## config.mk

```make
export PLATFORM = sky130hd
export DESIGN_NAME = rv_word_serializer
export DESIGN_NICKNAME = d
export VERILOG_FILES = /design/src/rtl/rv_word_serializer.sv
export SDC_FILE = /design/constraint.sdc
export NUM_CORES = 1
export LEC_CHECK = 0
export ABC_AREA = 1
export CORE_UTILIZATION = 53
export DETAILED_ROUTE_END_ITERATION = 8
export PLACE_DENSITY = 0.9
export SYNTH_ARGS = -nofsm -noshare
export SYNTH_HDL_FRONTEND = slang
export SYNTH_SLANG_ARGS = --single-unit
```

## constraint.sdc

```tcl
create_clock -name clk -period 3 [get_ports clk]
set_input_delay 0.3 -clock clk [delete_from_list [all_inputs] [get_ports clk]]
set_output_delay 0.3 -clock clk [all_outputs]
set_load 0.005 [all_outputs]
```

## src/rtl/rv_word_serializer.sv

```systemverilog
// rv_word_serializer: takes one wide word per ready/valid handshake and
// emits it as DATA_WIDTH beats, least-significant beat first, with last_out
// on the final beat. A new word can be taken in the same cycle the final
// beat of the previous one leaves, so back-to-back words stream gap-free.
module rv_word_serializer #(
  parameter int DATA_WIDTH = 8,
  parameter int NUM_BEATS  = 4,
  parameter int LEN_W      = $clog2(NUM_BEATS)
) (
  input  logic                            clk,
  input  logic                            reset,
  input  logic                            valid_in,
  input  logic [NUM_BEATS*DATA_WIDTH-1:0] data_in,
  input  logic [LEN_W-1:0]                len_in,
  output logic                            ready_out,
  output logic                            valid_out,
  output logic [DATA_WIDTH-1:0]           data_out,
  output logic                            last_out,
  input  logic                            ready_in
);

  localparam int WORD_W = NUM_BEATS * DATA_WIDTH;

  typedef enum logic {IDLE, SEND} state_t;

  state_t             state_reg,    state_next;
  logic [WORD_W-1:0]  shift_reg,    shift_next;
  logic [LEN_W-1:0]   beat_cnt_reg, beat_cnt_next;
  logic [LEN_W-1:0]   last_idx_reg, last_idx_next;

  logic beat_accept;
  logic word_accept;

  // Output view of the current beat; ready_out depends combinationally on
  // ready_in so the next word can slip in on the final beat accept.
  always_comb begin
    valid_out   = (state_reg == SEND);
    last_out    = valid_out & (beat_cnt_reg == last_idx_reg);
    data_out    = shift_reg[DATA_WIDTH-1:0];
    beat_accept = valid_out & ready_in;
    ready_out   = (state_reg == IDLE) | (beat_accept & last_out);
    word_accept = valid_in & ready_out;
  end

  // Next-state logic: load on word accept, shift on non-final beat accept,
  // drain to IDLE (clearing leftover data) when the word completes.
  always_comb begin
    state_next    = state_reg;
    shift_next    = shift_reg;
    beat_cnt_next = beat_cnt_reg;
    last_idx_next = last_idx_reg;
    if (word_accept) begin
      state_next    = SEND;
      shift_next    = data_in;
      beat_cnt_next = '0;
      last_idx_next = len_in;
    end else if (beat_accept) begin
      if (last_out) begin
        state_next    = IDLE;
        shift_next    = '0;
        beat_cnt_next = '0;
      end else begin
        shift_next    = {{DATA_WIDTH{1'b0}}, shift_reg[WORD_W-1:DATA_WIDTH]};
        beat_cnt_next = beat_cnt_reg + LEN_W'(1);
      end
    end
  end

  // State registers; reset drops any word in flight.
  always_ff @(posedge clk) begin
    if (reset) begin
      state_reg    <= IDLE;
      shift_reg    <= '0;
      beat_cnt_reg <= '0;
      last_idx_reg <= '0;
    end else begin
      state_reg    <= state_next;
      shift_reg    <= shift_next;
      beat_cnt_reg <= beat_cnt_next;
      last_idx_reg <= last_idx_next;
    end
  end

endmodule
```

==> metrics.yaml, run 1 <==
cts-root-buf: "clkbuf_8"
required_ns: 2.70
dp_slack_ns: 0.983
worstPathCellList: "xnor2_1, nand2_2, inv_1, clkdlybuf4s50_1"
setup_slack_ns: 0.829
post_cts_resized: 0
drt_iter0_markers: 165
placed_cell_area_sq_um: 2410
layout.cells.non_filler: 368
r2r-start: "last_idx_reg[0]$_SDFFE_PP0P_"
holdWs_ns: 0.468
rrSetupSlack_ns: 1.34
io_buffers: 48
totalNegativeSetupSlack_ns: 0
synth_top_family_by_area: "simple AND/OR/NAND/NOR gates"
hold_viol_final: 0
finalPower_mw: 1.16
syn_area_sq_um: 2030
skew_ns: 0.00427
worst_slew_pin_slew_ns: 0.658
period_share_pct: 72.4
antenna-diode-count: 0
num_io_pins: 49
crit_slowest_cell: "clkdlybuf4s50_1"
cts.sinks: 37
synthXorXnorAreaFrac_pct: 0.863
path_max_fanout: 26
first_global_vias: 1740
hold_class: "reg -> reg"
fp.dieH_um: 63.9
gp_congestion: 0.766
yosys.area_share.simple_pct: 24.7
vias: 1922
final_common_cell: "nand3_1"
rr_worst_depth: 7
cts_max_path_buffers: 2
final_net_count: 358
synth_area_per_cell_sq_um: 6.97
start_util_pct: 55.4
holdPathEnd: "shift_reg[24]$_SDFFE_PP0P_"
synth_compound_gate_area_share_pct: 18.2
drtPass1Iterations: 4
max_freq_mhz: 461
cts_buffers: 5
synthMuxAreaShare_pct: 0
drv_slew: 0
worst_ir_drop_vdd_mv: 0.259
fin_area_sq_um: 2490
leakagePower_nw: 1.21
hold_buffers: 0
drv_cap: 0
critical_path_depth: 4
htreeDepth: 2
worstSetupPathType: "reg -> out"
critPathTopFamily: "buffers and inverters"
run_status: "complete, no violations"
drc: 0
ys_seq_area_share_pct: 36.5
synth-seq-cells: 37
worst_path_largest_cell_delay_ns: 0.50
grtUsageTotal_pct: 23.8
vias_per_cell: 5.22
gr-total-overflow: 0
cp-end-kind: "primary output"
cts_tree: "built"
whs_path_depth: 2
synthAdderAreaFrac_pct: 0
dp_cells: 361
post_cts_buffers: 0
totalWireLength_um: 4400
slew_headroom_pct: 56.1
critPathBufInv: 2
critical_path_arrival_ns: 1.87
rows: 22
rr_endpoint: "last_idx_reg[0]$_SDFFE_PP0P_"
p_per_area_nw_per_um2: 467
avgRoutedWirePerCell_um: 12.0
final_core_util_pct: 68.1
die_area_sq_um: 4080
die_width_um: 63.9
synth.distinct_cells: 21
clkLatencyLatePin_ns: 0.29
period_needed_ns: 2.17
core_area_sq_um: 3660
clk_pin_slew_ns: 0.07
setup_violations: 0
min_from: "shift_reg[24]$_SDFFE_PP0P_"
largest_reg_flops: 32
syn-instance-count: 291
grt_pass1_wl_um: 7570
grt_max_degree: 50
dpl.hpwl_um: 2770
syn2layout_area_growth_pct: 22.8
syn_nets: 329
start_kind: "flip-flop"
rsz0062_at_grt: "false"
drive_gt1_share_pct: 6.25
ant_nets: 0
mostFrequentLayoutCells: "nand3_1 (59), inv_1 (52), clkdlybuf4s50_1 (48), nand2_1 (37), dfxtp_1 (37)"
ys_warn_count: 0
antenna_found_initial: 0
## worst max-delay path by stage
stage / from / endpoint / slack, ns
2_1_floorplan: valid_out$_SDFFE_PP0P_ / ready_out / 1.70
3_3_place_gp: valid_in / shift_reg[27]$_SDFFE_PP0P_ / 1.06
3_5_place_dp: reset / shift_reg[7]$_SDFFE_PP0P_ / 0.98
4_1_cts: beat_cnt_reg[0]$_SDFFE_PP0P_ / last_out / 0.84
5_1_grt: last_idx_reg[0]$_SDFFE_PP0P_ / last_out / 0.73
6_report: last_idx_reg[0]$_SDFFE_PP0P_ / last_out / 0.83
## metal layers
layer	part of all wire (%)	global-route usage [%]
met2	46	38.4
met3	5.5	5.18
met5	0	0
met1	46	29.5
met4	2.1	12.2
## Yosys cell counts (all sizes together)
master | count | area, sq um
nand3 | 60 | 305
inv | 55 | 206
nand2 | 41 | 169
dfxtp | 37 | 741
o21ai | 25 | 129
o211ai | 24 | 180
buf | 23 | 168
a21oi | 12 | 60.1
clkbuf | 7 | 26.3
nor2 | 4 | 22.5
xnor2 | 2 | 17.5
nor3 | 1 | 5.00
## where the power goes
part,total (mW),internal (mW),switching [mW]
combinational,0.263,0.125,0.138
clock,0.349,0.182,0.167
sequential,0.551,0.531,0.0202
total,1.16,0.838,0.325
## layout make-up
class                   instances  area [sq um]
well taps                      48          60.1
repair buffers                 52           510
clock buffers                   7          86.3
inverters                      55           206
flip-flops and latches         37           741
multi-input cells             169           888
fillers                       321          1170
## worst min-delay path: stages (launching register included)
cell     delay, ns
dfxtp_1       0.31
nand2_1       0.06
a21oi_1       0.05
## cells by family after synthesis
group           after synthesis
simple gates                106
buf+inv                      85
compound gates               61
flops                        37
xor+xnor                      2
No activity file was read; power rests on OpenSTA's default activity.
==> inputs of run 2 (changes only) <==
--- a/config.mk
+++ b/config.mk
@@ -6,9 +6,9 @@
 export NUM_CORES = 1
 export LEC_CHECK = 0
 export ABC_AREA = 1
-export CORE_UTILIZATION = 53
+export CORE_UTILIZATION = 45
 export DETAILED_ROUTE_END_ITERATION = 8
-export PLACE_DENSITY = 0.9
+export PLACE_DENSITY = 0.82
 export SYNTH_ARGS = -nofsm -noshare
 export SYNTH_HDL_FRONTEND = slang
 export SYNTH_SLANG_ARGS = --single-unit
==> constraint.sdc (replaced) <==
create_clock -name clk -period 1.94 [get_ports clk]
set_input_delay 0.194 -clock clk [delete_from_list [all_inputs] [get_ports clk]]
set_output_delay 0.194 -clock clk [all_outputs]
set_load 0.005 [all_outputs]
==> run 2 against run 1 <==
Clock power increased by 100%. Wire length is 6.5% higher. First-iteration DRC count down 34%. Sequential cell count unchanged. Setup slack got worse by 0.69 ns. Register-to-register slack lost 0.92 ns. Die area is 17% higher. Global-route usage is 3.4 points lower. Largest power group unchanged. Highest routed layer unchanged.
==> metrics.yaml, run 2 (same netlist as run 1, synthesis figures left out) <==
hold_buffers: 0  # unchanged
drc: 0  # unchanged
vias: 1951  # +1.5%
grtUsageTotal_pct: 20.4  # -3.4 points
cts-root-buf: "clkbuf_8"
slew_headroom_pct: 55.7  # -0.35 points
setup_slack_ns: 0.137  # -0.692 ns
worst_slew_pin_slew_ns: 0.663  # +0.00518 ns
die_area_sq_um: 4780  # +17%
clkLatencyLatePin_ns: 0.29  # about the same
worstPathCellList: "inv_1, nand2_1, nand2_2, nor2_4, nand3_2, nand2_4, clkdlybuf4s50_1"
core_area_sq_um: 4350  # +19%
start_util_pct: 46.6  # -8.8 points
hold_viol_final: 0  # unchanged
totalNegativeSetupSlack_ns: 0  # unchanged
cts_max_path_buffers: 2  # unchanged
fill_cells: 420  # +31%
setup_violations: 0  # unchanged
first_global_vias: 1772  # +1.8%
drtPass1Iterations: 4  # unchanged
grt_max_degree: 50  # unchanged
required_ns: 1.75  # -0.95 ns
mostFrequentLayoutCells: "nand3_1 (59), inv_1 (52), clkdlybuf4s50_1 (48), nand2_1 (37), dfxtp_1 (37)"
dpl.hpwl_um: 2940  # +6.5%
rsz0062_at_grt: "false"
critical_path_arrival_ns: 1.61  # -0.26 ns
cp-end-kind: "primary output"
skew_ns: 0.00862  # +0.00435 ns
drt_iter0_markers: 109  # -34%
cts_buffers: 5  # unchanged
p_seq_share_pct: 43.0  # -4.4 points
drv_cap: 0  # unchanged
avgRoutedWirePerCell_um: 12.4  # +3.7%
final_net_count: 363  # +1.4%
io_buffers: 48  # unchanged
max_freq_mhz: 555
start_kind: "flip-flop"
grt_pass1_wl_um: 8030  # +6.1%
hold_class: "reg -> reg"
die_width_um: 69.2  # +8.3%
path_max_fanout: 3  # -88%
drive_gt1_share_pct: 8.59  # +2.3 points
crit_start: "last_idx_reg[1]$_SDFFE_PP0P_"
worst_ir_drop_vdd_mv: 0.462  # +79%
syn2layout_area_growth_pct: 27.6
gp_congestion: 0.779  # +1.6%
gr-total-overflow: 0  # unchanged
run_status: "complete, no violations"
drv_slew: 0  # unchanged
num_io_pins: 49  # unchanged
min_from: "shift_reg[30]$_SDFFE_PP0P_"
combinationalPowerShare_pct: 21.6  # -1.0 points
worstSetupPathType: "reg -> out"
period_needed_ns: 1.80
clk_pin_slew_ns: 0.07  # about the same
cts_tree: "built"
holdWs_ns: 0.469  # +0.000573 ns
post_cts_buffers: 0  # unchanged
r2r-start: "valid_out$_SDFFE_PP0P_"
largest_reg_flops: 32  # unchanged
p_per_area_nw_per_um2: 766  # +64%
antenna-diode-count: 0  # unchanged
fp.dieH_um: 69.2  # +8.3%
vias_per_cell: 5.16  # -1.2%
p_clk_share_pct: 35.4  # +5.4 points
switching_power_mw: 0.536  # +65%
final_common_cell: "nand3_1"
htreeDepth: 2  # unchanged
dp_slack_ns: 0.210  # -0.772 ns
cts.sinks: 37  # unchanged
crit_slowest_cell: "clkdlybuf4s50_1"
totalWireLength_um: 4690  # +6.5%
period_share_pct: 92.9
p_int_mw: 1.45  # +73%
switching_share_pct: 27.0  # -0.92 points
finalPower_mw: 1.98  # +71%
leakagePower_nw: 1.26  # +3.5%
worst_path_largest_cell_delay_ns: 0.50  # about the same
rows: 24  # +9.1%
ant_nets: 0  # unchanged
antenna_found_initial: 0  # unchanged
-- run 2: cell type report --
type / instances / area (sq um) / area share (%)
multi-input cells: 169 / 896 / 34.6
flip-flops and latches: 37 / 741 / 28.6
repair buffers: 57 / 561 / 21.7
inverters: 55 / 206 / 7.97
clock buffers: 6 / 82.6 / 3.19
well taps: 52 / 65.1 / 2.51
clock inverters: 2 / 37.5 / 1.45
-- run 2: metal layers --
layer  wire (um)  GRT usage [%]
met2        2170           33.0
met5           0              0
met1        2270           26.9
met4          54           5.44
met3         195           5.12
-- run 2: final timing paths --
| kind | endpoint | slack (ns) | depth (start not counted) |
|---|---|---|---|
| min reg2reg | shift_reg[30]$_SDFFE_PP0P_ | 0.47 | 2 |
| max reg2reg | shift_reg[9]$_SDFFE_PP0P_ | 0.42 | 7 |
| max | ready_out | 0.14 | 7 |
| min | shift_reg[30]$_SDFFE_PP0P_ | 0.47 | 2 |
-- run 2: worst max-delay path, delay by kind of cell, from the launching register on --
| kind | cells | cell delay, ns |
|---|---|---|
| buf+inv | 2 | 0.55 |
| simple gates | 5 | 0.44 |
| flops | 1 | 0.33 |
-- run 2: what timing repair did --
action | CTS | global route
setup endpoints to repair | 0 | 1
resized for setup | 0 | 1
endpoints found under the hold margin | 0 | 0
-- run 2: power groups by stage --
stage	clock network (mW)	logic [mW]	registers (mW)
floorplan	0	0.285	0.860
global placement	0	0.416	0.865
detailed placement	0	0.423	0.867
CTS	0.719	0.428	0.851
global route	0.747	0.478	0.858
finish	0.702	0.429	0.852
-- run 2: per-stage QoR --
step	cell area, sq um	std cells	utilization (%)
global placement	2460	370	56.5
CTS	2580	378	59.3
floorplan	2030	291	-
finish	2590	378	59.5
detailed placement	2460	370	56.5
global route	2590	378	59.5
==> inputs of run 3 (changes only) <==
--- a/config.mk
+++ b/config.mk
@@ -8,6 +8,8 @@
 export ABC_AREA = 1
 export CORE_UTILIZATION = 45
 export DETAILED_ROUTE_END_ITERATION = 8
+export GPL_TIMING_DRIVEN = 1
+export MAX_ROUTING_LAYER = met4
 export PLACE_DENSITY = 0.82
 export SYNTH_ARGS = -nofsm -noshare
 export SYNTH_HDL_FRONTEND = slang
==> run 3 against run 2 <==
Total power hardly changed. Register-to-register slack is essentially flat. Critical path depth unchanged. Wire length about the same. Design area is the same. Critical endpoint unchanged. Largest cell class unchanged. Largest power group unchanged.
==> metrics.yaml, run 3 (same netlist as run 1, synthesis figures left out) <==
run_status: "complete, no violations"
setup_slack_ns: 0.139  # +0.00225 ns
slew_headroom_pct: 56.7  # +0.91 points
grt_max_degree: 50  # unchanged
avgRoutedWirePerCell_um: 12.4  # about the same
cts_tree: "built"
syn2layout_area_growth_pct: 27.6  # unchanged
path_max_fanout: 3  # unchanged
die_width_um: 69.2  # unchanged
rsz0062_at_grt: "false"
clkLatencyLatePin_ns: 0.29  # about the same
critical_path_arrival_ns: 1.61  # about the same
rr_endpoint: "shift_reg[9]$_SDFFE_PP0P_"
totalWireLength_um: 4690  # about the same
hold_buffers: 0  # unchanged
drtPass1Iterations: 4  # unchanged
hold_viol_final: 0  # unchanged
htreeDepth: 2  # unchanged
worst_path_largest_cell_delay_ns: 0.50  # about the same
crit_start: "last_idx_reg[1]$_SDFFE_PP0P_"
p_per_area_nw_per_um2: 766  # about the same
period_share_pct: 92.8  # -0.12 points
critPathBufInv: 2  # unchanged
vias_per_cell: 5.16  # about the same
rows: 24  # unchanged
grtUsageTotal_pct: 21.0  # +0.62 points
whs_path_depth: 2  # unchanged
cts_buffers: 5  # unchanged
drv_slew: 0  # unchanged
drv_cap: 0  # unchanged
core_area_sq_um: 4350  # unchanged
drc: 0  # unchanged
worst_slew_pin_slew_ns: 0.649  # -0.0137 ns
min_from: "shift_reg[30]$_SDFFE_PP0P_"
final_net_count: 363  # unchanged
drt_iter0_markers: 93  # -15%
dp_slack_ns: 0.210  # unchanged
final_common_cell: "nand3_1"
start_kind: "flip-flop"
holdWs_ns: 0.469  # unchanged
critPathTopFamily: "buffers and inverters"
crit_slowest_cell: "clkdlybuf4s50_1"
num_io_pins: 49  # unchanged
mostFrequentLayoutCells: "nand3_1 (59), inv_1 (52), clkdlybuf4s50_1 (48), nand2_1 (37), dfxtp_1 (37)"
fp.dieH_um: 69.2  # unchanged
layout.cells.non_filler: 378  # unchanged
antenna-diode-count: 0  # unchanged
ant_nets: 0  # unchanged
r2r-start: "valid_out$_SDFFE_PP0P_"
holdPathEnd: "shift_reg[30]$_SDFFE_PP0P_"
rrSetupSlack_ns: 0.42  # about the same
skew_ns: 0.00878  # +0.000161 ns
first_global_vias: 1766  # -0.34%
io_buffers: 48  # unchanged
vias: 1950  # -0.051%
max_freq_mhz: 555  # +0.13%
grt_pass1_wl_um: 8040  # about the same
dp_cells: 370  # unchanged
start_util_pct: 46.6  # unchanged
period_needed_ns: 1.80  # -0.00225 ns
worst_ir_drop_vdd_mv: 0.462  # about the same
cts_max_path_buffers: 2  # unchanged
clk_pin_slew_ns: 0.07  # about the same
dpl.hpwl_um: 2940  # unchanged
cts.sinks: 37  # unchanged
setup_violations: 0  # unchanged
gp_congestion: 0.789  # +1.4%
hold_class: "reg -> reg"
largest_reg_flops: 32  # unchanged
drive_gt1_share_pct: 8.59  # unchanged
cts-root-buf: "clkbuf_8"
totalNegativeSetupSlack_ns: 0  # unchanged
finalPower_mw: 1.98  # about the same
required_ns: 1.75  # about the same
rr_worst_depth: 7  # unchanged
worstSetupPathType: "reg -> out"
worstPathCellList: "inv_1, nand2_1, nand2_2, nor2_4, nand3_2, nand2_4, clkdlybuf4s50_1"
gr-total-overflow: 0  # unchanged
antenna_found_initial: 0  # unchanged
cp-end-kind: "primary output"
die_area_sq_um: 4780  # unchanged
post_cts_buffers: 0  # unchanged
leakagePower_nw: 1.26  # unchanged
## run 3: worst min-delay path: stages, from the launching register on
cell and delay, ns:
dfxtp_1 0.31, nand2_1 0.06, a21oi_1 0.05
## run 3: metal layers
metal | vias to the layer above | share of wire (%) | track usage [%]
met5 | - | 0 | -
met4 | 0 | 1.2 | 5.44
met3 | 7 | 4.4 | 4.97
met2 | 45 | 46 | 32.9
met1 | 885 | 48 | 27.2
li1 | 1013 | - | -
## run 3: where the power goes
part / switching (mW) / total (mW) / leakage, nW / internal, mW
registers: 0.0318 / 0.852 / 0.305 / 0.821
clock network: 0.284 / 0.702 / 0.0574 / 0.418
logic: 0.220 / 0.429 / 0.893 / 0.209
## run 3: area by class of cell
| cell class | instances | area (sq um) |
|---|---|---|
| sequential | 37 | 741 |
| inverter | 55 | 206 |
| clock buffer | 6 | 82.6 |
| clock inverter | 2 | 37.5 |
| timing repair buffer | 57 | 561 |
| fill | 420 | 1770 |
| multi-input combinational | 169 | 896 |
| tap | 52 | 65.1 |
## run 3: through the flow
step	area [sq um]	utilization, %
detailed placement	2460	56.5
finish	2590	59.5
CTS	2580	59.3
floorplan	2030	-
global placement	2460	56.5
global route	2590	59.5
## run 3: what timing repair did
item / CTS / global route
endpoints found under the hold margin: 0 / 0
resized for setup: 0 / 1
setup endpoints to repair: 0 / 1
## run 3: how the worst max path moves through the flow
| stage | cells past startpoint | slack, ns | endpoint |
|---|---|---|---|
| detailed placement | 6 | 0.21 | ready_out |
| global placement | 6 | 0.23 | ready_out |
| global route | 7 | 0.02 | ready_out |
| CTS | 4 | 0.10 | ready_out |
| finish | 7 | 0.14 | ready_out |
| floorplan | 9 | 0.66 | shift_reg[16]$_SDFFE_PP0P_ |
